==> config.mk <==
export PLATFORM = sky130hd
export DESIGN_NAME = gon_axi_rd_arbiter
export DESIGN_NICKNAME = d
export VERILOG_FILES = /design/src/rtl/gon_axi_rd_arbiter.sv
export SDC_FILE = /design/constraint.sdc
export NUM_CORES = 1
export LEC_CHECK = 0
export ABC_CLOCK_PERIOD_IN_PS = 3100
export CAP_MARGIN = 5
export CELL_PAD_IN_SITES_DETAIL_PLACEMENT = 1
export CELL_PAD_IN_SITES_GLOBAL_PLACEMENT = 2
export CORE_MARGIN = 3
export CORE_UTILIZATION = 11
export DETAILED_ROUTE_END_ITERATION = 12
export GPL_TIMING_DRIVEN = 0
export PLACE_DENSITY = 0.94
export REMOVE_ABC_BUFFERS = 1
export SLEW_MARGIN = 15
export SYNTH_ARGS = -nofsm -noshare
export SYNTH_HDL_FRONTEND = slang
export SYNTH_SLANG_ARGS = --single-unit
==> constraint.sdc <==
create_clock -name AXI_ACLK -period 3.1 [get_ports AXI_ACLK]
set_clock_uncertainty 0.1 [all_clocks]
set_input_delay 0.62 -clock AXI_ACLK [delete_from_list [all_inputs] [get_ports AXI_ACLK]]
set_output_delay 0.62 -clock AXI_ACLK [all_outputs]
set_load 0.01 [all_outputs]
==> src/rtl/gon_axi_rd_arbiter.sv <==
// rtl/gon_axi_rd_arbiter.sv - two-requester AXI read-channel arbiter, one burst in flight
//
// Purpose: shares one AXI read master port between requesters S0 and S1.
//   Round-robin grant in IDLE, AR mux in ADDR, R routing in DATA. A beat
//   counter loaded from ARLEN flags RLAST/beat-count mismatches on ERR_LAST.
//
// Ports:
//   AXI_ACLK, AXI_ARESET_N        clock, asynchronous active-low reset
//   Sn_AR* / Sn_ARVALID/ARREADY   requester address channels (n = 0,1)
//   Sn_R*  / Sn_RVALID/RREADY     requester read-data channels
//   AXI_AR* / AXI_ARVALID/ARREADY master address channel
//   AXI_R*  / AXI_RVALID/RREADY   master read-data channel
//   ERR_LAST                      sticky beat-count / RLAST mismatch flag
//   ERR_TIMEOUT                   sticky DATA-phase timeout flag (option only)
//
// Option macro: GON_AXI_RD_ARB_TIMEOUT_EN adds ERR_TIMEOUT and a 256-cycle
//   no-handshake timeout in DATA that abandons the burst and returns to IDLE.

module gon_axi_rd_arbiter #(
  parameter int C_AXI_ID_WIDTH   = 1,
  parameter int C_AXI_ADDR_WIDTH = 32,
  parameter int C_AXI_DATA_WIDTH = 64,
  parameter int C_AXI_LEN_WIDTH  = 4
) (
  input  logic                        AXI_ACLK,
  input  logic                        AXI_ARESET_N,

  input  logic [C_AXI_ID_WIDTH-1:0]   S0_ARID,
  input  logic [C_AXI_ADDR_WIDTH-1:0] S0_ARADDR,
  input  logic [C_AXI_LEN_WIDTH-1:0]  S0_ARLEN,
  input  logic [2:0]                  S0_ARSIZE,
  input  logic [1:0]                  S0_ARBURST,
  input  logic                        S0_ARVALID,
  output logic                        S0_ARREADY,
  output logic [C_AXI_ID_WIDTH-1:0]   S0_RID,
  output logic [C_AXI_DATA_WIDTH-1:0] S0_RDATA,
  output logic [1:0]                  S0_RRESP,
  output logic                        S0_RLAST,
  output logic                        S0_RVALID,
  input  logic                        S0_RREADY,

  input  logic [C_AXI_ID_WIDTH-1:0]   S1_ARID,
  input  logic [C_AXI_ADDR_WIDTH-1:0] S1_ARADDR,
  input  logic [C_AXI_LEN_WIDTH-1:0]  S1_ARLEN,
  input  logic [2:0]                  S1_ARSIZE,
  input  logic [1:0]                  S1_ARBURST,
  input  logic                        S1_ARVALID,
  output logic                        S1_ARREADY,
  output logic [C_AXI_ID_WIDTH-1:0]   S1_RID,
  output logic [C_AXI_DATA_WIDTH-1:0] S1_RDATA,
  output logic [1:0]                  S1_RRESP,
  output logic                        S1_RLAST,
  output logic                        S1_RVALID,
  input  logic                        S1_RREADY,

  output logic [C_AXI_ID_WIDTH-1:0]   AXI_ARID,
  output logic [C_AXI_ADDR_WIDTH-1:0] AXI_ARADDR,
  output logic [C_AXI_LEN_WIDTH-1:0]  AXI_ARLEN,
  output logic [2:0]                  AXI_ARSIZE,
  output logic [1:0]                  AXI_ARBURST,
  output logic                        AXI_ARVALID,
  input  logic                        AXI_ARREADY,
  input  logic [C_AXI_ID_WIDTH-1:0]   AXI_RID,
  input  logic [C_AXI_DATA_WIDTH-1:0] AXI_RDATA,
  input  logic [1:0]                  AXI_RRESP,
  input  logic                        AXI_RLAST,
  input  logic                        AXI_RVALID,
  output logic                        AXI_RREADY,

  output logic                        ERR_LAST
`ifdef GON_AXI_RD_ARB_TIMEOUT_EN
  ,
  output logic                        ERR_TIMEOUT
`endif
);

  typedef enum logic [1:0] {
    IDLE = 2'd0,
    ADDR = 2'd1,
    DATA = 2'd2
  } state_t;

  localparam logic [C_AXI_LEN_WIDTH:0] CNT_ONE = {{C_AXI_LEN_WIDTH{1'b0}}, 1'b1};

  state_t                   state_q;
  logic                     grant_q;   // 0 = S0, 1 = S1
  logic                     last_q;    // requester served most recently
  logic [C_AXI_LEN_WIDTH:0] cnt_q;     // beats still expected
  logic                     err_last_q;
  logic                     grant_d;
  logic                     ar_hs;
  logic                     r_hs;

`ifdef GON_AXI_RD_ARB_TIMEOUT_EN
  logic [7:0]               idle_cnt_q;
  logic                     err_timeout_q;
  assign ERR_TIMEOUT = err_timeout_q;
`endif

  assign ERR_LAST = err_last_q;

  // Contention goes to whoever was not served last; reset value of last_q
  // (S1) makes S0 win the first contended grant.
  always_comb begin
    grant_d = 1'b0;
    if (S0_ARVALID && S1_ARVALID) begin
      grant_d = ~last_q;
    end else if (S1_ARVALID) begin
      grant_d = 1'b1;
    end
  end

  // Payload muxes are free-running; only the handshake signals are gated
  // by state so IDLE (and reset) leaves every valid/ready low.
  always_comb begin
    AXI_ARID    = grant_q ? S1_ARID    : S0_ARID;
    AXI_ARADDR  = grant_q ? S1_ARADDR  : S0_ARADDR;
    AXI_ARLEN   = grant_q ? S1_ARLEN   : S0_ARLEN;
    AXI_ARSIZE  = grant_q ? S1_ARSIZE  : S0_ARSIZE;
    AXI_ARBURST = grant_q ? S1_ARBURST : S0_ARBURST;
    AXI_ARVALID = 1'b0;
    S0_ARREADY  = 1'b0;
    S1_ARREADY  = 1'b0;
    AXI_RREADY  = 1'b0;
    S0_RVALID   = 1'b0;
    S1_RVALID   = 1'b0;
    if (state_q == ADDR) begin
      AXI_ARVALID = grant_q ? S1_ARVALID : S0_ARVALID;
      S0_ARREADY  = ~grant_q & AXI_ARREADY;
      S1_ARREADY  = grant_q & AXI_ARREADY;
    end
    if (state_q == DATA) begin
      AXI_RREADY = grant_q ? S1_RREADY : S0_RREADY;
      S0_RVALID  = ~grant_q & AXI_RVALID;
      S1_RVALID  = grant_q & AXI_RVALID;
    end
  end

  assign S0_RID   = AXI_RID;
  assign S0_RDATA = AXI_RDATA;
  assign S0_RRESP = AXI_RRESP;
  assign S0_RLAST = AXI_RLAST;
  assign S1_RID   = AXI_RID;
  assign S1_RDATA = AXI_RDATA;
  assign S1_RRESP = AXI_RRESP;
  assign S1_RLAST = AXI_RLAST;

  assign ar_hs = AXI_ARVALID & AXI_ARREADY;
  assign r_hs  = AXI_RVALID & AXI_RREADY;

  always_ff @(posedge AXI_ACLK or negedge AXI_ARESET_N) begin
    if (!AXI_ARESET_N) begin
      state_q       <= IDLE;
      grant_q       <= 1'b0;
      last_q        <= 1'b1;
      cnt_q         <= '0;
      err_last_q    <= 1'b0;
`ifdef GON_AXI_RD_ARB_TIMEOUT_EN
      idle_cnt_q    <= 8'd0;
      err_timeout_q <= 1'b0;
`endif
    end else begin
      case (state_q)
        IDLE: begin
          if (S0_ARVALID || S1_ARVALID) begin
            grant_q <= grant_d;
            state_q <= ADDR;
          end
        end
        ADDR: begin
          if (ar_hs) begin
            cnt_q   <= {1'b0, AXI_ARLEN} + CNT_ONE;
`ifdef GON_AXI_RD_ARB_TIMEOUT_EN
            idle_cnt_q <= 8'd0;
`endif
            state_q <= DATA;
          end
        end
        DATA: begin
          if (r_hs) begin
            // Counter saturates at 0 so extra beats before RLAST stay flagged.
            if (cnt_q != '0) begin
              cnt_q <= cnt_q - CNT_ONE;
            end
`ifdef GON_AXI_RD_ARB_TIMEOUT_EN
            idle_cnt_q <= 8'd0;
`endif
            if (AXI_RLAST) begin
              if (cnt_q != CNT_ONE) begin
                err_last_q <= 1'b1;
              end
              last_q  <= grant_q;
              state_q <= IDLE;
            end else if (cnt_q <= CNT_ONE) begin
              // Count exhausted but slave has not said RLAST; keep waiting.
              err_last_q <= 1'b1;
            end
          end
`ifdef GON_AXI_RD_ARB_TIMEOUT_EN
          else if (idle_cnt_q == 8'hFF) begin
            err_timeout_q <= 1'b1;
            last_q        <= grant_q;
            state_q       <= IDLE;
          end else begin
            idle_cnt_q <= idle_cnt_q + 8'd1;
          end
`endif
        end
        default: state_q <= IDLE;
      endcase
    end
  end

endmodule

==> results of run 1 <==
## cells by family after synthesis
family,share of synthesized area (%)
buffers and inverters,47.4
multiplexers,23.4
AND/OR/NAND/NOR,9.72
AO/OA/AOI/OAI,6.37
flip-flops,11.0
adder cells (fa/ha/maj),1.65
XOR/XNOR,0.384
## what timing repair did
item	CTS	global route
setup endpoints to repair	0	1
buffers inserted	0	1
resized for setup	0	0
## per-stage QoR
stage	utilization [%]	power, µW	setup slack (ps)
6_report	15.2	1870	230
3_3_place_gp	14.7	1620	-862
3_5_place_dp	14.8	1620	157
4_1_cts	15.2	1860	81.6
5_1_grt	15.2	1990	87.7
2_1_floorplan	-	930	354
## worst max-delay path: stages
cell             delay, ps
clkdlybuf4s50_1        590
nand3b_1               190
nor2_1                 140
clkdlybuf4s50_1        610
## synth_stat cells, types with 2 or more instances
cell type	instances
ha_1	3
dfrtp_1	9
buf_2	6
nor3_1	4
nand2b_1	2
a21o_1	2
o41ai_1	2
mux2_1	36
inv_1	7
nand3_1	2
mux2i_1	6
buf_4	136
nand2_1	4
a21oi_1	4
nand3b_1	2
mux2_2	6
nor2_1	12
## area by class of cell
cell class	instances	area, µm²
multi-input cells	107	946
clock buffers	4	78.8
fillers	2359	17200
repair buffers	144	1450
well taps	270	338
inverters	7	26.3
flip-flops and latches	10	255
## metal layers
layer  global-route usage, %  up-vias  part of all wire [%]
li1                        -      773                     -
met1                    10.1      894                    21
met2                    32.4      349                    51
met3                    19.5       27                    23
met4                    5.22        8                   3.2
met5                    12.5        -                   1.5
## registers in the layout, indices dropped and copies added (netlist names)
| name | flops |
|---|---|
| cnt_q | 5 |
| last_q | 1 |
| grant_q | 1 |
| ERR_LAST | 1 |
| state_q | 2 |
## final timing paths
path / from / to / slack [ps] / depth (start not counted)
max reg2reg: grant_q$_DFFE_PN0P_ / cnt_q[2]$_DFFE_PN0P_ / 1020 / 5
max: AXI_RVALID / S1_RVALID / 230 / 4
max in group asynchronous: AXI_ARESET_N / grant_q$_DFFE_PN0P_ / 1920 / 1
min in group asynchronous: AXI_ARESET_N / cnt_q[0]$_DFFE_PN0P_ / 610 / 1
min reg2reg: ERR_LAST$_DFFE_PN0P_ / ERR_LAST$_DFFE_PN0P_ / 360 / 1
min: ERR_LAST$_DFFE_PN0P_ / ERR_LAST$_DFFE_PN0P_ / 360 / 1
## where the power goes
| part | switching, µW | total, µW | internal (µW) |
|---|---|---|---|
| registers | 155 | 355 | 200 |
| logic | 528 | 1280 | 757 |
| clock network | 58.4 | 230 | 172 |
==> results.md, run 1 <==
- Leakage dissipation: between 0.001 and 0.0015 µW
- Cell area after synthesis: between 0.002 and 0.0025 mm²
- Final Hold Violating Endpoints: 0
- Post-synth EDFFs: 0
- Final wirelength: roughly 22,000 µm
- Fin area: 0.00310 mm²
- Crit path DAT: 2150 ps
- Die H: between 100 and 150 µm
- Nets: around 440
- CP endpoint kind: output pin
- Tightest Pin Transition: 479 ps
- Sequential share of the synthesized area: between 10 and 15%
- Number of global-route vias before repair: about 2,000
- CTS tree: done
- Routed len/inst: roughly 40 µm
- Row count: 52
- Vias per Instance: about 3.8
- Hold crit path type: reg2reg
- First-pass GRT wire length: around 25,000 µm
- Ports: ~350
- Total clock sinks: 10
- Initial antenna violation count: 0
- Post-synthesis instance total: approximately 270
- Post-route minimum period: approximately 2900 ps
- Worst setup SP type: primary input
- H-tree depth: 1
- GRT Total Usage: 17.7%
- Worst Setup Path Type: in2out
- # hold bufs at CTS: 0
- Critical Path RT: 2380 ps
- Most frequent cells in the layout: clkdlybuf4s50_1 (143), mux2_1 (36), nor2_1 (12), dfrtp_1 (8), inv_1 (7)
- Count of cell types in the netlist: around 40
- Commonest non-fill, non-tap cell in the layout: clkdlybuf4s50_1
- Synth area leader: buf_4
- Max Clk Rate: about 350 MHz
- Drt pass-1 iters: 4
- Routed vias: around 2,100
- Max Transition Viols Final: 0
- Share of the synthesized area in the top cell type: 44.8%
- Area growth syn-to-layout: 35.9%
- Largest net degree at the start of global routing: 54
- Routability cong.: roughly 0.81
- Yosys warning total: 0
- Gr ovfl total: 0
- Die Width: between 100 and 150 µm
- RSZ-0062 raised after global routing: no
- Synth Flop Type: dfrtp_1
- Final setup TNS: 0 ps
- Die ar.: between 0.02 and 0.025 mm²
- Clk_lat worst skew: between 200 and 250 ps
- Final Cycle Share: a little over 90%
- Maximum fanout along the worst path: 3
- Power per cell area: ~600 mW/mm²
- Diode count: 0
- Fraction of layout cells with a size suffix above 1: under 10%
- Status: finished clean
- Clock buffer depth: 2
- Routed Antenna Nets: 0
- Final setup viols: 0
- CTS buffer count: 3
- # DRC: 0
- Drt initial violations: between 50 and 60
- Placed Cells: 537
- FFs w/ async S/R, synth: 100%
- Worst slew margin: 67.9%
- Initial Util: between 10 and 15%
- Hpwl dp: 19,600 µm
- Fin cells: approximately 540
- Root buf cell: clkbuf_16
- I/O Buffers: around 140
- Average instance area after synthesis: roughly 8.5 µm²
- Worst-path clk slew: 40 ps
- Max cap viols: 0
- WHS: 362 ps
- FF+latch count, synth: 10
- Synth top area cells: buf_4 (45%), mux2_1 (18%), dfrtp_1 (9.9%)
- DP Area: ~0.0030 mm²
- Max VDD drop: 0.177 mV
- Core area: roughly 0.02 mm²
(Power assumes the default switching activity.)
==> run 2: changes to the inputs <==
- ABC_CLOCK_PERIOD_IN_PS: 3100 -> 2600
- CORE_UTILIZATION: 11 -> 10
- PLACE_DENSITY: 0.94 -> 0.9
- clock period: 3.1 -> 2.6 ns (I/O delays scaled with it)
==> run 2 against run 1 <==
  * Clock power increased by 23%
  * Die area increased by 9.6%
  * Setup slack got worse by 130 ps
  * Clock-buffer cell count unchanged
  * Via count increased by 1.8%
  * Global-route usage decreased by 1.2 points
  * Critical path type is now reg2out
  * Highest routed layer unchanged
==> results.md, run 2 (synthesis results as in run 1) <==
- Status: finished clean
- Drt initial violations: 76
- CTS buffer count: 3
- Die H: roughly 160 µm
- Final core occ: around 14%
- Tightest Pin Transition: approximately 500 ps
- Final setup TNS: 0 ps
- Root buf cell: clkbuf_16
- CP endpoint kind: output pin
- Die Width: 157 µm
- DP Area: 0.00301 mm²
- Initial Util: between 10% and 20%
- First-pass GRT wire length: 25,600 µm
- Initial antenna violation count: 0
- CTS tree: done
- Maximum fanout along the worst path: 26
- Max reg flops: 5
- Nets: 441
- Post-place setup slack: -311 ps
- R2r setup slk: a little over 600 ps
- # hold bufs at CTS: 0
- Hold path depth: 1
- Worst slew margin: 65.6%
- Crit path DAT: between 1500 and 2000 ps
- Hold crit path type: reg2reg
- Routed len/inst: around 39 µm
- Hold Path End: ERR_LAST$_DFFE_PN0P_
- Worst reg-to-reg path cell count: 6
- Vias per Instance: approximately 3.7
- # DRC: 0
- Fin area: roughly 0.0032 mm²
- Final Cycle Share: approximately 96%
- Worst setup SP type: flip-flop
- R2r endpoint: cnt_q[2]$_DFFE_PN0P_
- Largest net degree at the start of global routing: 27
- Post-route minimum period: 2500 ps
- Worst Setup Path Type: reg2out
- Max Clk Rate: 400 MHz
- Commonest non-fill, non-tap cell in the layout: clkdlybuf4s50_1
- Worst-path clk slew: 40 ps
- RSZ-0062 raised after global routing: no
- Gr ovfl total: 0
- Largest register by flop count: cnt_q
- Power per cell area: 747 mW/mm²
- I/O Buffers: between 100 and 150
- Final wirelength: 21,700 µm
- Area growth syn-to-layout: 39.9%
- GRT Total Usage: roughly 17%
- Leakage dissipation: about 0.0012 µW
- Final Hold Violating Endpoints: 0
- Fraction of layout cells with a size suffix above 1: 9.03%
- Row count: 54
- Total clock sinks: 10
- Core area: 0.0221 mm²
- Routability cong.: around 0.82
- Final setup viols: 0
- Clk_lat worst skew: between 200 and 250 ps
- H-tree depth: 1
- Final WS setup: slightly below 100 ps
- Hpwl dp: 19,300 µm
- Max VDD drop: approximately 0.21 mV
- Diode count: 0
- Number of global-route vias before repair: 2,150
- Max Transition Viols Final: 0
- Hold path startpoint: ERR_LAST$_DFFE_PN0P_
- Critical Path RT: roughly 2000 ps
- Routed Antenna Nets: 0
- Die ar.: roughly 0.025 mm²
- Ports: 345
- Routed vias: 2,087
- Largest regs: cnt_q x5, state_q x2
- Most frequent cells in the layout: clkdlybuf4s50_1 (141), mux2_1 (36), nor2_1 (11), dfrtp_1 (8), inv_1 (7)
- Drt pass-1 iters: 4
- Pwr Total: ~2400 µW
- Clock buffer depth: 2
- R2R Path Start: grant_q$_DFFE_PN0P_
- Max cap viols: 0
==> run 2: cell type report <==
| class | instances | area, µm² |
|---|---|---|
| Clock buffer | 4 | 78.8 |
| Fill cell | 2591 | 18900 |
| Inverter | 7 | 26.3 |
| Multi-Input combinational cell | 107 | 953 |
| Sequential cell | 10 | 255 |
| Tap cell | 280 | 350 |
| Timing Repair Buffer | 149 | 1520 |
==> run 2: metal layers <==
metal	global-route usage (%)	routed length [µm]
met2	30.1	11100
met4	3.13	411
met5	10.5	347
met1	9.84	4680
met3	19.1	5230
==> run 2: repair_timing <==
action | in CTS | in global routing
endpoints found under the setup margin | 47 | 1
pin swaps | 1 | 0
resized for setup | 3 | 1
buffers inserted | 6 | 0
==> run 2: worst max-delay path, cell delays in order (launching register included) <==
cell and delay [ps]:
dfrtp_4 550, buf_12 240, mux2_1 350, clkdlybuf4s50_1 490
==> run 2: worst max-delay path by stage <==
stage	startpoint	to
after floorplan	grant_q$_DFFE_PN0P_	cnt_q[4]$_DFFE_PN0P_
after global placement	grant_q$_DFFE_PN0P_	AXI_ARVALID
after detailed placement	AXI_RVALID	S1_RVALID
after CTS	S0_ARVALID	AXI_ARVALID
after global routing	grant_q$_DFFE_PN0P_	AXI_ARADDR[9]
final	grant_q$_DFFE_PN0P_	AXI_ARADDR[9]
==> run 2: power by group <==
group | internal [µW] | switching (µW) | total [µW]
Sequential | 239 | 127 | 366
Clock | 206 | 76.0 | 282
Combinational | 991 | 741 | 1730
Total | 1440 | 944 | 2380
==> run 2: per-stage QoR <==
stage,hold slack [ps],std cells
detailed placement,352,547
finish,361,557
global route,402,557
floorplan,124,124
global placement,338,547
CTS,373,557
